`src/rtl/pcm_mem_arbiter_pkg.sv`:
```
// Shared types and default build constants for the PCM memory arbiter.
package pcm_arb_pkg;

   localparam int unsigned DEF_N_CH   = 4;
   localparam int unsigned DEF_ADDR_W = 16;
   localparam int unsigned DEF_DATA_W = 16;
   localparam int unsigned DEF_MEM_AW = 11;
   localparam int unsigned DEF_RD_LAT = 1;

   // Access sequencer states
   typedef enum logic [1:0] {
      StIdle,
      StIssue,
      StWait,
      StResp
   } arb_state_t;

   // Byte-lane enables for the default data width (bit 1 = upper byte)
   typedef logic [DEF_DATA_W/8-1:0] byte_en_t;

endpackage

```
`src/rtl/pcm_mem_arbiter_if.sv`:
```
// Avalon-MM style on-chip memory port with a fixed read latency.
interface pcm_mem_if #(
   parameter int unsigned MEM_AW = pcm_arb_pkg::DEF_MEM_AW,
   parameter int unsigned DATA_W = pcm_arb_pkg::DEF_DATA_W
);
   localparam int unsigned BE_W = (DATA_W / 8 > 0) ? DATA_W / 8 : 1;

   logic [MEM_AW-1:0] address;
   logic              chipselect;
   logic              write;
   logic              clken;
   logic [BE_W-1:0]   byteenable;
   logic [DATA_W-1:0] writedata;
   logic [DATA_W-1:0] readdata;

   modport master (
      output address, chipselect, write, clken, byteenable, writedata,
      input  readdata
   );

   modport slave (
      input  address, chipselect, write, clken, byteenable, writedata,
      output readdata
   );

endinterface

```
`src/rtl/pcm_mem_arbiter_rr_arbiter.sv`:
```
// Combinational round-robin pick: lowest requesting index at or after ptr, wrapping to 0.
module rr_arbiter
   import pcm_arb_pkg::*;
#(
   parameter int unsigned N_CH = DEF_N_CH
) (
   input  logic [N_CH-1:0]         req,
   input  logic [$clog2(N_CH)-1:0] ptr,
   output logic [N_CH-1:0]         gnt
);

   logic found;

   // Scan the upper segment [ptr..N_CH-1] first, then fall back to the lowest index overall
   always_comb begin
      gnt   = '0;
      found = 1'b0;
      for (int unsigned i = 0; i < N_CH; i++) begin
         if (!found && req[i] && (i >= 32'(ptr))) begin
            gnt[i] = 1'b1;
            found  = 1'b1;
         end
      end
      for (int unsigned i = 0; i < N_CH; i++) begin
         if (!found && req[i]) begin
            gnt[i] = 1'b1;
            found  = 1'b1;
         end
      end
   end

endmodule

```
`src/rtl/pcm_mem_arbiter.sv`:
```
// N-channel round-robin arbiter sharing one fixed-latency memory port among SRAM-style CPU ports.
module pcm_mem_arbiter
   import pcm_arb_pkg::*;
#(
   parameter int unsigned N_CH   = DEF_N_CH,
   parameter int unsigned ADDR_W = DEF_ADDR_W,
   parameter int unsigned DATA_W = DEF_DATA_W,
   parameter int unsigned MEM_AW = DEF_MEM_AW,
   parameter int unsigned RD_LAT = DEF_RD_LAT
) (
   input  logic                         clk,
   input  logic                         reset,
   input  logic [N_CH-1:0]              cpu_ce_n,
   input  logic [N_CH-1:0]              cpu_oe_n,
   input  logic [N_CH-1:0]              cpu_we_n,
   input  logic [N_CH-1:0]              cpu_ub_n,
   input  logic [N_CH-1:0]              cpu_lb_n,
   input  logic [N_CH-1:0][ADDR_W-1:0]  cpu_addr,
   input  logic [N_CH-1:0][DATA_W-1:0]  cpu_wdata,
   output logic [N_CH-1:0][DATA_W-1:0]  cpu_rdata,
   output logic [N_CH-1:0]              cpu_ready,
   output logic [N_CH-1:0]              cpu_err,
   output logic [N_CH-1:0]              grant,
   pcm_mem_if.master                    mem
);

   localparam int unsigned PTR_W = $clog2(N_CH);
   localparam int unsigned BE_W  = (DATA_W / 8 > 0) ? DATA_W / 8 : 1;

   arb_state_t        state_q;
   logic [PTR_W-1:0]  ptr_q;
   logic [PTR_W-1:0]  g_q;
   logic              wr_q;
   logic              oor_q;
   logic [2:0]        lat_q;

   logic [N_CH-1:0]   req;
   logic [N_CH-1:0]   pick;
   logic [PTR_W-1:0]  win_idx;
   logic [ADDR_W-1:0] win_addr;
   logic              win_wr;
   logic              win_oor;
   logic [BE_W-1:0]   win_be;
   logic              win_go;

   // Per-channel request level; both strobes low counts as a write
   always_comb begin
      req = '0;
      for (int unsigned i = 0; i < N_CH; i++) begin
         req[i] = ~cpu_ce_n[i] & (~cpu_oe_n[i] | ~cpu_we_n[i]);
      end
   end

   rr_arbiter #(
      .N_CH (N_CH)
   ) u_rr (
      .req (req),
      .ptr (ptr_q),
      .gnt (pick)
   );

   // Decode the winner: index, range check, lane enables, and whether a memory cycle is needed
   always_comb begin
      win_idx = '0;
      for (int unsigned i = 0; i < N_CH; i++) begin
         if (pick[i]) win_idx = PTR_W'(i);
      end
      win_addr = cpu_addr[win_idx];
      win_wr   = ~cpu_we_n[win_idx];
      win_oor  = |(win_addr >> MEM_AW);
      win_be   = '0;
      for (int unsigned l = 0; l < BE_W; l++) begin
         if (BE_W == 1) begin
            win_be[l] = ~(cpu_ub_n[win_idx] & cpu_lb_n[win_idx]);
         end else if (l >= BE_W / 2) begin
            win_be[l] = ~cpu_ub_n[win_idx];
         end else begin
            win_be[l] = ~cpu_lb_n[win_idx];
         end
      end
      // Out-of-range accesses and writes with no lanes enabled never touch memory
      win_go = ~win_oor & ~(win_wr & (win_be == '0));
   end

   // Access sequencer with registered memory-side and CPU-side outputs
   always_ff @(posedge clk or negedge reset) begin
      if (!reset) begin
         state_q         <= StIdle;
         ptr_q           <= '0;
         g_q             <= '0;
         wr_q            <= 1'b0;
         oor_q           <= 1'b0;
         lat_q           <= '0;
         grant           <= '0;
         cpu_ready       <= '0;
         cpu_err         <= '0;
         cpu_rdata       <= '0;
         mem.address     <= '0;
         mem.chipselect  <= 1'b0;
         mem.write       <= 1'b0;
         mem.clken       <= 1'b0;
         mem.byteenable  <= '0;
         mem.writedata   <= '0;
      end else begin
         mem.clken <= 1'b1;
         unique case (state_q)
            StIdle: begin
               if (|req) begin
                  state_q        <= StIssue;
                  grant          <= pick;
                  g_q            <= win_idx;
                  wr_q           <= win_wr;
                  oor_q          <= win_oor;
                  mem.address    <= win_addr[MEM_AW-1:0];
                  mem.writedata  <= cpu_wdata[win_idx];
                  mem.byteenable <= win_wr ? win_be : '1;
                  mem.chipselect <= win_go;
                  mem.write      <= win_wr & win_go;
               end
            end
            StIssue: begin
               mem.chipselect <= 1'b0;
               mem.write      <= 1'b0;
               if (wr_q || oor_q) begin
                  state_q        <= StResp;
                  cpu_ready[g_q] <= 1'b1;
                  cpu_err[g_q]   <= oor_q;
                  if (!wr_q) cpu_rdata[g_q] <= '0;
               end else begin
                  state_q <= StWait;
                  lat_q   <= 3'(RD_LAT - 1);
               end
            end
            StWait: begin
               if (lat_q == '0) begin
                  state_q        <= StResp;
                  cpu_rdata[g_q] <= mem.readdata;
                  cpu_ready[g_q] <= 1'b1;
                  cpu_err[g_q]   <= 1'b0;
               end else begin
                  lat_q <= lat_q - 3'd1;
               end
            end
            StResp: begin
               state_q   <= StIdle;
               cpu_ready <= '0;
               cpu_err   <= '0;
               grant     <= '0;
               // Served channel drops to lowest priority
               ptr_q     <= (32'(g_q) == N_CH - 1) ? '0 : g_q + 1'b1;
            end
            default: state_q <= StIdle;
         endcase
      end
   end

endmodule

```
`src/flat_wrapper.sv`:
```
// flat-port wrapper written by rule: the top's interface ports become plain ports
module pcm_mem_arbiter_flat import pcm_arb_pkg::*;
#(
   parameter int unsigned N_CH   = DEF_N_CH,
   parameter int unsigned ADDR_W = DEF_ADDR_W,
   parameter int unsigned DATA_W = DEF_DATA_W,
   parameter int unsigned MEM_AW = DEF_MEM_AW,
   parameter int unsigned RD_LAT = DEF_RD_LAT
)
  (clk, reset, cpu_ce_n, cpu_oe_n, cpu_we_n, cpu_ub_n, cpu_lb_n, cpu_addr, cpu_wdata, cpu_rdata, cpu_ready, cpu_err, grant, mem_address, mem_chipselect, mem_write, mem_clken, mem_byteenable, mem_writedata, mem_readdata);
  pcm_mem_if #(.MEM_AW(MEM_AW), .DATA_W(DATA_W)) mem_i ();
  input  logic clk;
  input  logic reset;
  input  logic [N_CH-1:0] cpu_ce_n;
  input  logic [N_CH-1:0] cpu_oe_n;
  input  logic [N_CH-1:0] cpu_we_n;
  input  logic [N_CH-1:0] cpu_ub_n;
  input  logic [N_CH-1:0] cpu_lb_n;
  input  logic [N_CH-1:0][ADDR_W-1:0] cpu_addr;
  input  logic [N_CH-1:0][DATA_W-1:0] cpu_wdata;
  output logic [N_CH-1:0][DATA_W-1:0] cpu_rdata;
  output logic [N_CH-1:0] cpu_ready;
  output logic [N_CH-1:0] cpu_err;
  output logic [N_CH-1:0] grant;
  output wire logic [$bits(mem_i.address)-1:0] mem_address;
  output wire logic [$bits(mem_i.chipselect)-1:0] mem_chipselect;
  output wire logic [$bits(mem_i.write)-1:0] mem_write;
  output wire logic [$bits(mem_i.clken)-1:0] mem_clken;
  output wire logic [$bits(mem_i.byteenable)-1:0] mem_byteenable;
  output wire logic [$bits(mem_i.writedata)-1:0] mem_writedata;
  input wire logic [$bits(mem_i.readdata)-1:0] mem_readdata;
  assign mem_address = mem_i.address;
  assign mem_chipselect = mem_i.chipselect;
  assign mem_write = mem_i.write;
  assign mem_clken = mem_i.clken;
  assign mem_byteenable = mem_i.byteenable;
  assign mem_writedata = mem_i.writedata;
  assign mem_i.readdata = mem_readdata;
  pcm_mem_arbiter #(.N_CH(N_CH), .ADDR_W(ADDR_W), .DATA_W(DATA_W), .MEM_AW(MEM_AW), .RD_LAT(RD_LAT)) u_core (.clk(clk), .reset(reset), .cpu_ce_n(cpu_ce_n), .cpu_oe_n(cpu_oe_n), .cpu_we_n(cpu_we_n), .cpu_ub_n(cpu_ub_n), .cpu_lb_n(cpu_lb_n), .cpu_addr(cpu_addr), .cpu_wdata(cpu_wdata), .cpu_rdata(cpu_rdata), .cpu_ready(cpu_ready), .cpu_err(cpu_err), .grant(grant), .mem(mem_i));
endmodule
```
`config.mk`:
```
export PLATFORM = sky130hd
export DESIGN_NAME = pcm_mem_arbiter_flat
export DESIGN_NICKNAME = d
export VERILOG_FILES = /design/src/rtl/pcm_mem_arbiter_pkg.sv /design/src/rtl/pcm_mem_arbiter_if.sv /design/src/rtl/pcm_mem_arbiter_rr_arbiter.sv /design/src/rtl/pcm_mem_arbiter.sv /design/src/flat_wrapper.sv
export SDC_FILE = /design/constraint.sdc
export NUM_CORES = 1
export LEC_CHECK = 0
export BUFFER_PORTS_ARGS = -buffer_cell sky130_fd_sc_hd__buf_2
export CAP_MARGIN = 40
export CORE_MARGIN = 3
export CORE_UTILIZATION = 50
export CTS_BUF_LIST = sky130_fd_sc_hd__clkbuf_8
export DETAILED_ROUTE_END_ITERATION = 8
export PLACE_DENSITY = 0.85
export SYNTH_ARGS = -nofsm -noshare
export SYNTH_HDL_FRONTEND = slang
export SYNTH_SLANG_ARGS = --single-unit
```
`constraint.sdc`:
```
create_clock -name clk -period 5.46 [get_ports clk]
set_input_delay 0.273 -clock clk [delete_from_list [all_inputs] [get_ports clk]]
set_output_delay 0.273 -clock clk [all_outputs]
set_load 0.01 [all_outputs]
```
==> metrics.cfg <==
[worst_setup_path]
r2r_start = u_core.state_q[0]$_DFFE_PN0P_
critical_path.startpoint_type = flop
critical_path.endpoint = u_core.cpu_rdata[26]$_DFFE_PN0P_
timing.reg2reg.setup_slack_ns = 2.48
worstSetupStartpoint = u_core.state_q[0]$_DFFE_PN0P_
worst_r2r_path_depth = 7
worst-endpoint-arrival_ns = 3.29
crit_end_category = flop
critical_setup_path_kind = flop to flop
worstPathMaxFanout = 32
worst_ep_required_time_ns = 5.77
timing.rr.end = u_core.cpu_rdata[26]$_DFFE_PN0P_

[clock_network]
tritoncts.num_buffers = 17
cts-root-buf = sky130_fd_sc_hd__clkbuf_8
clk_latency_ns = 0.43
cts_num_sinks = 119
cts-hold-fix-buffers = 1
cts_post_setup_buffers_inserted = 0
cts.repair.resized = 0
tritoncts = yes
cts.htree.levels = 4
clock_tree.buffer_depth = 2
clkSlewWorstSetupHoldPaths_ns = 0.07

[synthesis]
synth-main-ff-cell = sky130_fd_sc_hd__dfrtp_1
yosysSeqAreaShare = 0.508
synth_cell_type_count = 53
asyncSetResetFlopFracSynth = 1.00
number_of_synthesized_register_bits = 119
post_synth_inst_count = 666
yosys_warnings = 0
post_synth_edffs = 0
post_synth_instance_area_um2 = 5870
synthesis.nets = 842
syn_avg_cell_area_um2 = 8.81

[floorplan]
floorplan.io_pins = 274
rows = 38
die_y_um = 114
area_of_the_core_region_um2 = 11200
floorplan.die_area_um2 = 13100
floorplan.die.width_um = 114
initial_core_util = 0.525

[final_layout]
sequential_cell_area_um2 = 2980
mostFrequentLayoutCells = 273 x sky130_fd_sc_hd__buf_2, 164 x sky130_fd_sc_hd__nand2_1, 119 x sky130_fd_sc_hd__dfrtp_1
multi_input_area_um2 = 2660
layout_net_count = 1102
fillers = 891
drive_gt1_frac = 0.355
postLayoutCellArea_um2 = 7770
area_growth_syn_to_layout_pct = 32.5
final_common_cell = sky130_fd_sc_hd__buf_2

[sta]
slew_violations = 0
rsz_0062_raised_after_global_routing = false
finalWorstPathRequiredPeriod_ns = 2.98
worst_slew_pin_slew_ns = 0.939
fin_worst_hold_slack_ns = 0.133
timing.final.hold_violations = 0
setup-violations-final = 0
timing.setup.tns_ns = 0
fin_skew_ns = 0.0118
finalCritPeriodShare = 0.545
relative_max_transition_margin = 0.372
maxClockFrequency_ghz = 0.336

[placement]
post-dp-hpwl_um = 13500
placed_cell_area_um2 = 7320
gp_congestion = 0.896
numPortBuffers = 273

[power]
pwr_density_cell_nw_per_um2 = 543
leakagePower_uw = 0.00394
power_uw = 4220
max-vdd-ir-drop_v = 0.000308

[run_status]
outcome = finished clean

[worst_hold_path]
worst_hold_path_type = input pin to flop

[route]
finalWirelength_um = 17800
avgRoutedWirePerCell_um = 16.5
detail_route.drc_violations = 0
num_vias = 5925
ant_nets = 0
drt_first_pass_iters = 6
drtIter0Drc = 616
routed_via_density = 5.49

[grt]
grt_use_total = 0.269
global_route_wire_length_before_repair_um = 27800
globalRoute.totalOverflow = 0
largest_net_degree_at_the_start_of_global_routing = 58
initial_antenna_violation_count = 2
vias_in_the_first_global_route = 5588

[run]
cap_violations = 0

[layer usage]
| layer | track usage | vias to the layer above | wire (um) |
|---|---|---|---|
| met5 | 0 | - | 7 |
| met4 | 0.114 | 2 | 615 |
| met3 | 0.0708 | 41 | 1530 |
| met2 | 0.429 | 303 | 8600 |
| met1 | 0.349 | 2742 | 7040 |
| li1 | - | 2837 | - |
[cell usage after synthesis (3+ instances only)]
| library cell | number | area, um2 |
|---|---|---|
| sky130_fd_sc_hd__clkbuf_1 | 23 | 86.3 |
| sky130_fd_sc_hd__mux2i_1 | 9 | 90.1 |
| sky130_fd_sc_hd__or4_1 | 4 | 30.0 |
| sky130_fd_sc_hd__nand2b_1 | 3 | 18.8 |
| sky130_fd_sc_hd__and2_1 | 3 | 18.8 |
| sky130_fd_sc_hd__buf_2 | 8 | 40.0 |
| sky130_fd_sc_hd__inv_1 | 7 | 26.3 |
| sky130_fd_sc_hd__nor2b_1 | 3 | 18.8 |
| sky130_fd_sc_hd__ha_1 | 10 | 125 |
| sky130_fd_sc_hd__nor2_1 | 69 | 259 |
| sky130_fd_sc_hd__buf_1 | 5 | 18.8 |
| sky130_fd_sc_hd__o21ai_0 | 91 | 455 |
| sky130_fd_sc_hd__buf_4 | 5 | 37.5 |
| sky130_fd_sc_hd__o22ai_1 | 4 | 25.0 |
| sky130_fd_sc_hd__nand2_1 | 164 | 616 |
| sky130_fd_sc_hd__dfrtp_1 | 119 | 2980 |
| sky130_fd_sc_hd__a311o_1 | 27 | 270 |
| sky130_fd_sc_hd__a21o_1 | 3 | 22.5 |
| sky130_fd_sc_hd__a21oi_1 | 66 | 330 |
[logic make-up (layout without fill, tap and decap cells)]
logic type      Yosys count  in the layout  synth area share
simple gates            256            256             0.177
buf+inv                  51            324            0.0401
fa+ha+maj                10             10            0.0213
compound gates          219            219             0.236
mux                      10             10            0.0173
other cells               1              2          0.000639
flops                   119            119             0.508
[stage by stage]
stage                      util  std cells  worst slack, ns
after floorplan               -        666             3.64
after global placement    0.649       1042             2.66
after detailed placement  0.655       1046             2.54
after CTS                 0.695       1079             2.52
after global routing      0.696       1080             2.13
final                     0.696       1080             2.48
[power breakdown]
group          switching (uW)  total, uW  internal [uW]
registers                 251       1520           1270
logic                    1110       1830            720
clock network             367        867            500
total                    1730       4220           2490
[area by class of cell]
class / count / share of cell area
sequential: 119 / 0.383
multi-input combinational: 496 / 0.342
timing repair buffer: 284 / 0.192
clock buffer: 17 / 0.0301
clock inverter: 15 / 0.0259
tap: 140 / 0.0225
inverter: 8 / 0.00386
antenna: 1 / 0.000322
[how the worst min path moves through the flow]
stage          cells past startpoint                                  end          start
3_3_place_gp                       1     u_core.cpu_rdata[23]$_DFFE_PN0P_          reset
2_1_floorplan                      0        u_core.cpu_err[0]$_DFFE_PN0P_          reset
3_5_place_dp                       1     u_core.cpu_rdata[23]$_DFFE_PN0P_          reset
4_1_cts                            3  u_core.mem.writedata[8]$_DFFE_PN0P_  cpu_wdata[56]
5_1_grt                            3  u_core.mem.writedata[8]$_DFFE_PN0P_  cpu_wdata[56]
6_report                           3  u_core.mem.writedata[8]$_DFFE_PN0P_  cpu_wdata[56]
[sequential cells by signal (all words and copies together), names as in the netlist, 3 cells and up]
name,flops
u_core.lat_q,3
u_core.grant,4
u_core.cpu_ready,4
u_core.mem.address,11
u_core.mem.writedata,16
u_core.cpu_err,4
u_core.cpu_rdata,64
[worst max-delay path, stage by stage (launching register included)]
cell,delay (ns)
sky130_fd_sc_hd__dfrtp_1,0.45
sky130_fd_sc_hd__inv_1,0.11
sky130_fd_sc_hd__ha_1,0.61
sky130_fd_sc_hd__inv_1,0.30
sky130_fd_sc_hd__o22ai_1,0.22
sky130_fd_sc_hd__and2_1,0.20
sky130_fd_sc_hd__nand2_1,0.56
sky130_fd_sc_hd__o21ai_0,0.43
Note: power is estimated with default switching activity, not from simulation.
